--- src/rtl/decode_pkg.sv ---
// decode_pkg
//   Shared definitions for the decode stage slice.
//   - Default widths for the stage parameters (instruction, register select,
//     raw immediate, extended immediate, ALU opcode, scoreboard depth).
//   - Field offset helpers. Every field position is derived from the
//     parameter widths, so a non-default build still has a consistent layout.
//     At the defaults the layout is:
//       imm[15:0]  rs2[15:11]  rs1[20:16]  ws[25:21]  op[28:26]  dsrc[29]
//   - decoded_t: the decoded-field bundle at the default widths, for
//     consumers that work with the default configuration.
package decode_pkg;

  localparam int INSTR_W_DEF   = 32;
  localparam int REG_AW_DEF    = 5;
  localparam int IMM_W_DEF     = 16;
  localparam int DATA_W_DEF    = 32;
  localparam int OP_W_DEF      = 3;
  localparam int HAZ_DEPTH_DEF = 2;

  // The raw immediate always starts at bit 0.
  localparam int IMM_LSB = 0;

  // rs2 overlaps the top REG_AW bits of the raw immediate.
  function automatic int rs2_lsb(input int imm_w, input int reg_aw);
    return imm_w - reg_aw;
  endfunction

  function automatic int rs1_lsb(input int imm_w);
    return imm_w;
  endfunction

  function automatic int ws_lsb(input int imm_w, input int reg_aw);
    return imm_w + reg_aw;
  endfunction

  function automatic int op_lsb(input int imm_w, input int reg_aw);
    return imm_w + 2 * reg_aw;
  endfunction

  function automatic int dsrc_bit(input int imm_w, input int reg_aw, input int op_w);
    return imm_w + 2 * reg_aw + op_w;
  endfunction

  typedef struct packed {
    logic [REG_AW_DEF-1:0] rs1;
    logic [REG_AW_DEF-1:0] rs2;
    logic [REG_AW_DEF-1:0] ws;
    logic                  we;
    logic [DATA_W_DEF-1:0] imm;
    logic                  data_src;
    logic [OP_W_DEF-1:0]   alu_op;
  } decoded_t;

endpackage

--- src/rtl/decode_scoreboard.sv ---
// decode_scoreboard
//   Remembers the destination registers of the last HAZ_DEPTH instructions
//   that left the decode stage, and flags a read of any of them.
//   Ports:
//     clk, rst            clock, async active-high reset
//     flush               invalidate every entry on the next edge
//     push_valid/push_sel head entry for this cycle (valid = a real write)
//     rd_sel1/rd_sel2     read selects of the incoming instruction
//     hit                 a nonzero read select matches a valid entry
//   HAZ_DEPTH is expected to be in the range 1..4.
module decode_scoreboard
  import decode_pkg::*;
#(
  parameter int REG_AW    = REG_AW_DEF,
  parameter int HAZ_DEPTH = HAZ_DEPTH_DEF
) (
  input  logic              clk,
  input  logic              rst,
  input  logic              flush,
  input  logic              push_valid,
  input  logic [REG_AW-1:0] push_sel,
  input  logic [REG_AW-1:0] rd_sel1,
  input  logic [REG_AW-1:0] rd_sel2,
  output logic              hit
);

  logic [HAZ_DEPTH-1:0] ent_valid;
  logic [REG_AW-1:0]    ent_sel [HAZ_DEPTH];

  // The shift register advances every cycle, with or without a push, so an
  // entry ages out exactly HAZ_DEPTH cycles after it was written.
  always_ff @(posedge clk or posedge rst) begin
    if (rst) begin
      ent_valid <= '0;
      for (int i = 0; i < HAZ_DEPTH; i++) ent_sel[i] <= '0;
    end else begin
      for (int i = HAZ_DEPTH - 1; i > 0; i--) begin
        ent_valid[i] <= flush ? 1'b0 : ent_valid[i-1];
        ent_sel[i]   <= ent_sel[i-1];
      end
      ent_valid[0] <= flush ? 1'b0 : push_valid;
      ent_sel[0]   <= push_sel;
    end
  end

  // Register 0 is never a real dependency, so zero selects never match.
  always_comb begin
    hit = 1'b0;
    for (int i = 0; i < HAZ_DEPTH; i++) begin
      if (ent_valid[i] &&
          (((rd_sel1 != '0) && (rd_sel1 == ent_sel[i])) ||
           ((rd_sel2 != '0) && (rd_sel2 == ent_sel[i]))))
        hit = 1'b1;
    end
  end

endmodule

--- src/rtl/decode_stage_reg.sv ---
// decode_stage_reg
//   Decode pipeline register: splits the raw instruction into register
//   selects, opcode, operand-source bit and extended immediate, and holds
//   them in a single-entry valid/ready register.
//   Optional hazard interlock, enabled by defining DECODE_HAZARD_EN: a
//   decode_scoreboard tracks recent destinations and 'stall' blocks an
//   instruction that reads one of them. Without the macro, stall is 0.
//   Ports:
//     clk, rst                      clock, async active-high reset
//     in_valid, InstrIn, in_ready   upstream handshake and instruction
//     flush                         drop held and incoming instruction
//     out_valid, out_ready          downstream handshake
//     S1_ReadSelect1/2, S1_WriteSelect, S1_WriteEnable,
//     immediate, data_src, ALU_OP   decoded fields
//     stall                         hazard interlock (combinational)
module decode_stage_reg
  import decode_pkg::*;
#(
  parameter int INSTR_W   = INSTR_W_DEF,
  parameter int REG_AW    = REG_AW_DEF,
  parameter int IMM_W     = IMM_W_DEF,
  parameter int DATA_W    = DATA_W_DEF,
  parameter int OP_W      = OP_W_DEF,
  parameter int HAZ_DEPTH = HAZ_DEPTH_DEF
) (
  input  logic              clk,
  input  logic              rst,
  input  logic              in_valid,
  input  logic [INSTR_W-1:0] InstrIn,
  output logic              in_ready,
  input  logic              flush,
  output logic              out_valid,
  input  logic              out_ready,
  output logic [REG_AW-1:0] S1_ReadSelect1,
  output logic [REG_AW-1:0] S1_ReadSelect2,
  output logic [REG_AW-1:0] S1_WriteSelect,
  output logic              S1_WriteEnable,
  output logic [DATA_W-1:0] immediate,
  output logic              data_src,
  output logic [OP_W-1:0]   ALU_OP,
  output logic              stall
);

  localparam int RS1_LSB  = rs1_lsb(IMM_W);
  localparam int RS2_LSB  = rs2_lsb(IMM_W, REG_AW);
  localparam int WS_LSB   = ws_lsb(IMM_W, REG_AW);
  localparam int OP_LSB   = op_lsb(IMM_W, REG_AW);
  localparam int DSRC_BIT = dsrc_bit(IMM_W, REG_AW, OP_W);

  logic [REG_AW-1:0] dec_rs1, dec_rs2, dec_ws;
  logic [IMM_W-1:0]  dec_imm_raw;
  logic [DATA_W-1:0] dec_imm;
  logic              dec_dsrc;
  logic [OP_W-1:0]   dec_op;
  logic              accept, transfer;

  assign dec_rs1     = InstrIn[RS1_LSB +: REG_AW];
  assign dec_rs2     = InstrIn[RS2_LSB +: REG_AW];
  assign dec_ws      = InstrIn[WS_LSB +: REG_AW];
  assign dec_imm_raw = InstrIn[IMM_LSB +: IMM_W];
  assign dec_op      = InstrIn[OP_LSB +: OP_W];
  assign dec_dsrc    = InstrIn[DSRC_BIT];

  // The size cast of a signed operand sign-extends; of an unsigned one,
  // zero-extends. This also stays legal when DATA_W equals IMM_W.
  assign dec_imm = dec_dsrc ? DATA_W'($signed(dec_imm_raw)) : DATA_W'(dec_imm_raw);

  // Instruction bits above the operand-source bit carry no decoded field.
  if (DSRC_BIT + 1 < INSTR_W) begin : g_spare
    logic unused_hi;
    assign unused_hi = ^InstrIn[INSTR_W-1:DSRC_BIT+1];
  end

  assign transfer = out_valid && out_ready;

`ifdef DECODE_HAZARD_EN
  logic hold_hit, sb_hit;

  // The held instruction has not reached the scoreboard yet, so its
  // destination is checked here directly.
  assign hold_hit = out_valid && S1_WriteEnable &&
                    (((dec_rs1 != '0) && (dec_rs1 == S1_WriteSelect)) ||
                     ((dec_rs2 != '0) && (dec_rs2 == S1_WriteSelect)));

  decode_scoreboard #(
    .REG_AW    (REG_AW),
    .HAZ_DEPTH (HAZ_DEPTH)
  ) u_scoreboard (
    .clk        (clk),
    .rst        (rst),
    .flush      (flush),
    .push_valid (transfer && S1_WriteEnable),
    .push_sel   (S1_WriteSelect),
    .rd_sel1    (dec_rs1),
    .rd_sel2    (dec_rs2),
    .hit        (sb_hit)
  );

  assign stall = in_valid && (hold_hit || sb_hit);
`else
  localparam int unused_haz_depth = HAZ_DEPTH;
  assign stall = 1'b0;
`endif

  // During a flush the incoming instruction is always consumed (and dropped).
  assign in_ready = flush || ((!out_valid || out_ready) && !stall);
  assign accept   = in_valid && in_ready && !flush;

  // Holding register. Flush beats a load; a load in the same cycle as a
  // transfer replaces the old entry and keeps out_valid high. The write
  // enable is cleared whenever the register empties so bubbles never write.
  always_ff @(posedge clk or posedge rst) begin
    if (rst) begin
      out_valid      <= 1'b0;
      S1_ReadSelect1 <= '0;
      S1_ReadSelect2 <= '0;
      S1_WriteSelect <= '0;
      S1_WriteEnable <= 1'b0;
      immediate      <= '0;
      data_src       <= 1'b0;
      ALU_OP         <= '0;
    end else if (flush) begin
      out_valid      <= 1'b0;
      S1_WriteEnable <= 1'b0;
    end else if (accept) begin
      out_valid      <= 1'b1;
      S1_ReadSelect1 <= dec_rs1;
      S1_ReadSelect2 <= dec_rs2;
      S1_WriteSelect <= dec_ws;
      S1_WriteEnable <= (dec_ws != '0);
      immediate      <= dec_imm;
      data_src       <= dec_dsrc;
      ALU_OP         <= dec_op;
    end else if (transfer) begin
      out_valid      <= 1'b0;
      S1_WriteEnable <= 1'b0;
    end
  end

endmodule

--- config.mk ---
export PLATFORM = sky130hd
export DESIGN_NAME = decode_stage_reg
export DESIGN_NICKNAME = d
export VERILOG_FILES = /design/src/rtl/decode_pkg.sv /design/src/rtl/decode_scoreboard.sv /design/src/rtl/decode_stage_reg.sv
export SDC_FILE = /design/constraint.sdc
export NUM_CORES = 1
export LEC_CHECK = 0
export ABC_AREA = 1
export CAP_MARGIN = 20
export CORE_MARGIN = 5
export CORE_UTILIZATION = 33
export DETAILED_ROUTE_END_ITERATION = 8
export PLACE_DENSITY_LB_ADDON = 0.05
export SLEW_MARGIN = 20
export SYNTH_ARGS = -nofsm -noshare
export SYNTH_HDL_FRONTEND = slang
export SYNTH_HIERARCHICAL = 1
export SYNTH_SLANG_ARGS = --single-unit
export TNS_END_PERCENT = 100
--- constraint.sdc ---
create_clock -name clk -period 0.9 [get_ports clk]
set_input_delay 0.225 -clock clk [delete_from_list [all_inputs] [get_ports clk]]
set_output_delay 0.225 -clock clk [all_outputs]
set_load 0.03 [all_outputs]
==> metrics, run 1 <==
outcome=complete, but fails checks; failing checks=setup timing; yosys warns=6; IR drop worst, VDD=1010 uV; CP cell instances=buf_6 > nand3_4 > buf_6; die extent in x=76.9 um; Hold Fails Final Rpt=0; drt drc=0; Worst-Skew Late Latency=280 ps; Post-synth ARST share=100%; post-synth top area cell=dfrtp_1; syn nets=210; synthesized area per cell=8.54 um^2; Max Freq=797 MHz; area of the core=0.00435 mm^2; CP Launch Type=flop; Yosys reg bits=33; wire per inst=14.1 um; post-synth cell types=13; Max Cap Violations=0; CP required=670 ps; top-count cell post-synth=nand2_1; placed insts=295; Crit path buffers/inverters=2; Period minus WS final=1260 ps; Max Buffers Root-to-Sink=2; Cells after Synth=173; area delta synth->final=108%; worst setup margin=-355 ps; synth cell count leaders=97 x nand2_1, 33 x dfrtp_1, 21 x buf_4; H-tree levels=2; Buffers on Ports=88; # nets final=315; Hold/Removal Path Class=primary input to asynchronous set/reset pin; CTS Root Cell=clkbuf_8; Via density=4.39; IO Pins=92; max-slew violations=0; Synth top area share=55.9%; DRT Wirelength=4660 um; EDFF count, synth=0; fraction of final layout cells sized beyond drive strength 1=53.4%; Placer Congestion=0.691; largest net degree at the start of global routing=20; post-synthesis sequential area ratio=55.9%; Cell Area, Synth=0.00148 mm^2; Die Y=76.9 um; skew final=6.82 ps; Critical Path AT=1030 ps; synth top area cells=dfrtp_1 56%, nand2_1 25%, buf_4 11%, buf_6 2.3%, inv_1 1.3%; num rows=24; first-pass GRT wire length=6730 um; post-route insts no fill=331; Num CTS Buffers=5; fillers=323; storage element area=835 um^2; CP max FO=3; CTS clock-pin slew for the worst setup and hold paths=70 ps; CTS tree=yes; slowest CP cell=dfrtp_2; leakage power=1.61 nW; Final Setup Violations=87; starting density of the core=33.9%; Vias=1452; initial antenna violation count=0; Antenna Nets Post-Route=0; HPWL Detailed=2900 um; setup TNS=-21500 ps; vias in the first global route=1435; pwr dens=1810 mW/mm^2; total track usage=13.9%; multi-input logic area=592 um^2; Final Util=70.4%; CP dominant cell by count=buf_6; Tcrit/Tclk final=139%; CP Class=flop to primary output; n_diodes=0; initial drt markers=25; full die area=0.00592 mm^2; CP top delay family=flip-flops; CTS Sinks=33; Top FF cell, synth=dfrtp_1; CP peak stage delay=420 ps; unrepaired setup endpoints after global routing=yes; drt first pass iters=4; global route overflow=0; critical path capture point type=primary output
worst register-to-register path, cell delays in order (launching register included):
cell and delay [ps]:
dfrtp_2 420, buf_6 130, nand2_4 50, nand3_4 80
buf_12 160, inv_12 80, buf_12 140, nand2_1 70
nand2_1 60
cells in the final DEF, fill, tap and decap left out, drive strengths merged, types with 2 or more instances in the layout:
| cell type | Yosys | layout |
|---|---|---|
| nand2 | 98 | 98 |
| buf | 27 | 88 |
| clkdlybuf4s50 | 0 | 33 |
| dfrtp | 33 | 33 |
| clkbuf | 0 | 9 |
| inv | 6 | 5 |
| nor2 | 3 | 3 |
| nand3 | 3 | 3 |
| o21ai | 2 | 2 |
registers in the layout, summed over array words and instances (netlist names):
| signal | cells |
|---|---|
| out_valid | 1 |
| S1_WriteSelect | 5 |
| ALU_OP | 3 |
| S1_ReadSelect2 | 4 |
| S1_WriteEnable | 1 |
| S1_ReadSelect1 | 5 |
| immediate | 13 |
| data_src | 1 |
per-stage QoR:
step / hold WS, ps / area [um^2] / power (mW) / setup WS (ps)
CTS: 335 / 2730 / 5.31 / -341
global placement: 462 / 2240 / 3.65 / -481
floorplan: 159 / 1510 / 3.01 / -152
finish: 344 / 3070 / 5.55 / -355
global route: 356 / 3070 / 5.79 / -399
detailed placement: 466 / 2240 / 3.68 / -513
final cells by class:
class	count	area share [%]
Timing Repair Buffer	125	46.8
Sequential cell	33	27.2
Multi-Input combinational cell	107	19.3
Clock buffer	7	3.14
Tap cell	52	2.12
Inverter	6	1.26
Clock inverter	1	0.163
kinds of logic (layout without fill, tap and decap cells):
| kind of cell | count (synthesis) | count (layout) | synth area share (%) |
|---|---|---|---|
| AND/OR/NAND/NOR | 104 | 104 | 27.7 |
| flip-flops | 33 | 33 | 55.9 |
| buffers and inverters | 33 | 139 | 15.5 |
| AO/OA/AOI/OAI | 2 | 2 | 0.677 |
| other | 1 | 1 | 0.254 |
worst paths after layout:
path | startpoint | endpoint | slack, ps | cells past startpoint
worst max-delay path | out_valid | in_ready | -360 | 3
worst min-delay path | rst | S1_WriteSelect[2] | 340 | 3
worst max register to register | out_valid | S1_WriteSelect[2] | -350 | 8
worst min register to register | immediate[3] | immediate[3] | 500 | 2
max in group asynchronous | rst | S1_ReadSelect2[1] | 400 | 3
min in group clk | InstrIn[13] | S1_ReadSelect2[2] | 480 | 3
power breakdown:
part | internal [mW] | total [mW] | switching [mW]
clock network | 0.691 | 1.20 | 0.514
logic | 1.20 | 2.44 | 1.24
registers | 1.71 | 1.90 | 0.190
what timing repair did:
action / in CTS / in global routing
gates cloned: 3 / 2
hold buffers: 0 / 0
setup endpoints to repair: 87 / 87
pin swaps: 1 / 7
setup buffers: 9 / 14
resized for setup: 66 / 56
per-layer routing:
layer | wire length [um] | global-route usage (%) | vias up
li1 | - | - | 705
met1 | 1740 | 15.8 | 683
met2 | 2520 | 23.6 | 60
met3 | 371 | 4.68 | 4
met4 | 23 | 5.94 | 0
met5 | 0 | 0 | -
No activity file was read; power rests on OpenSTA's default activity.
==> inputs of run 2 (changes only) <==
Settings changed: SYNTH_HIERARCHICAL 1 to not set.
==> results of run 2 <==
The final DEF is identical to that of run 1; final timing and power are the same.
Main changes from that run: Yosys warning count 6 -> 0
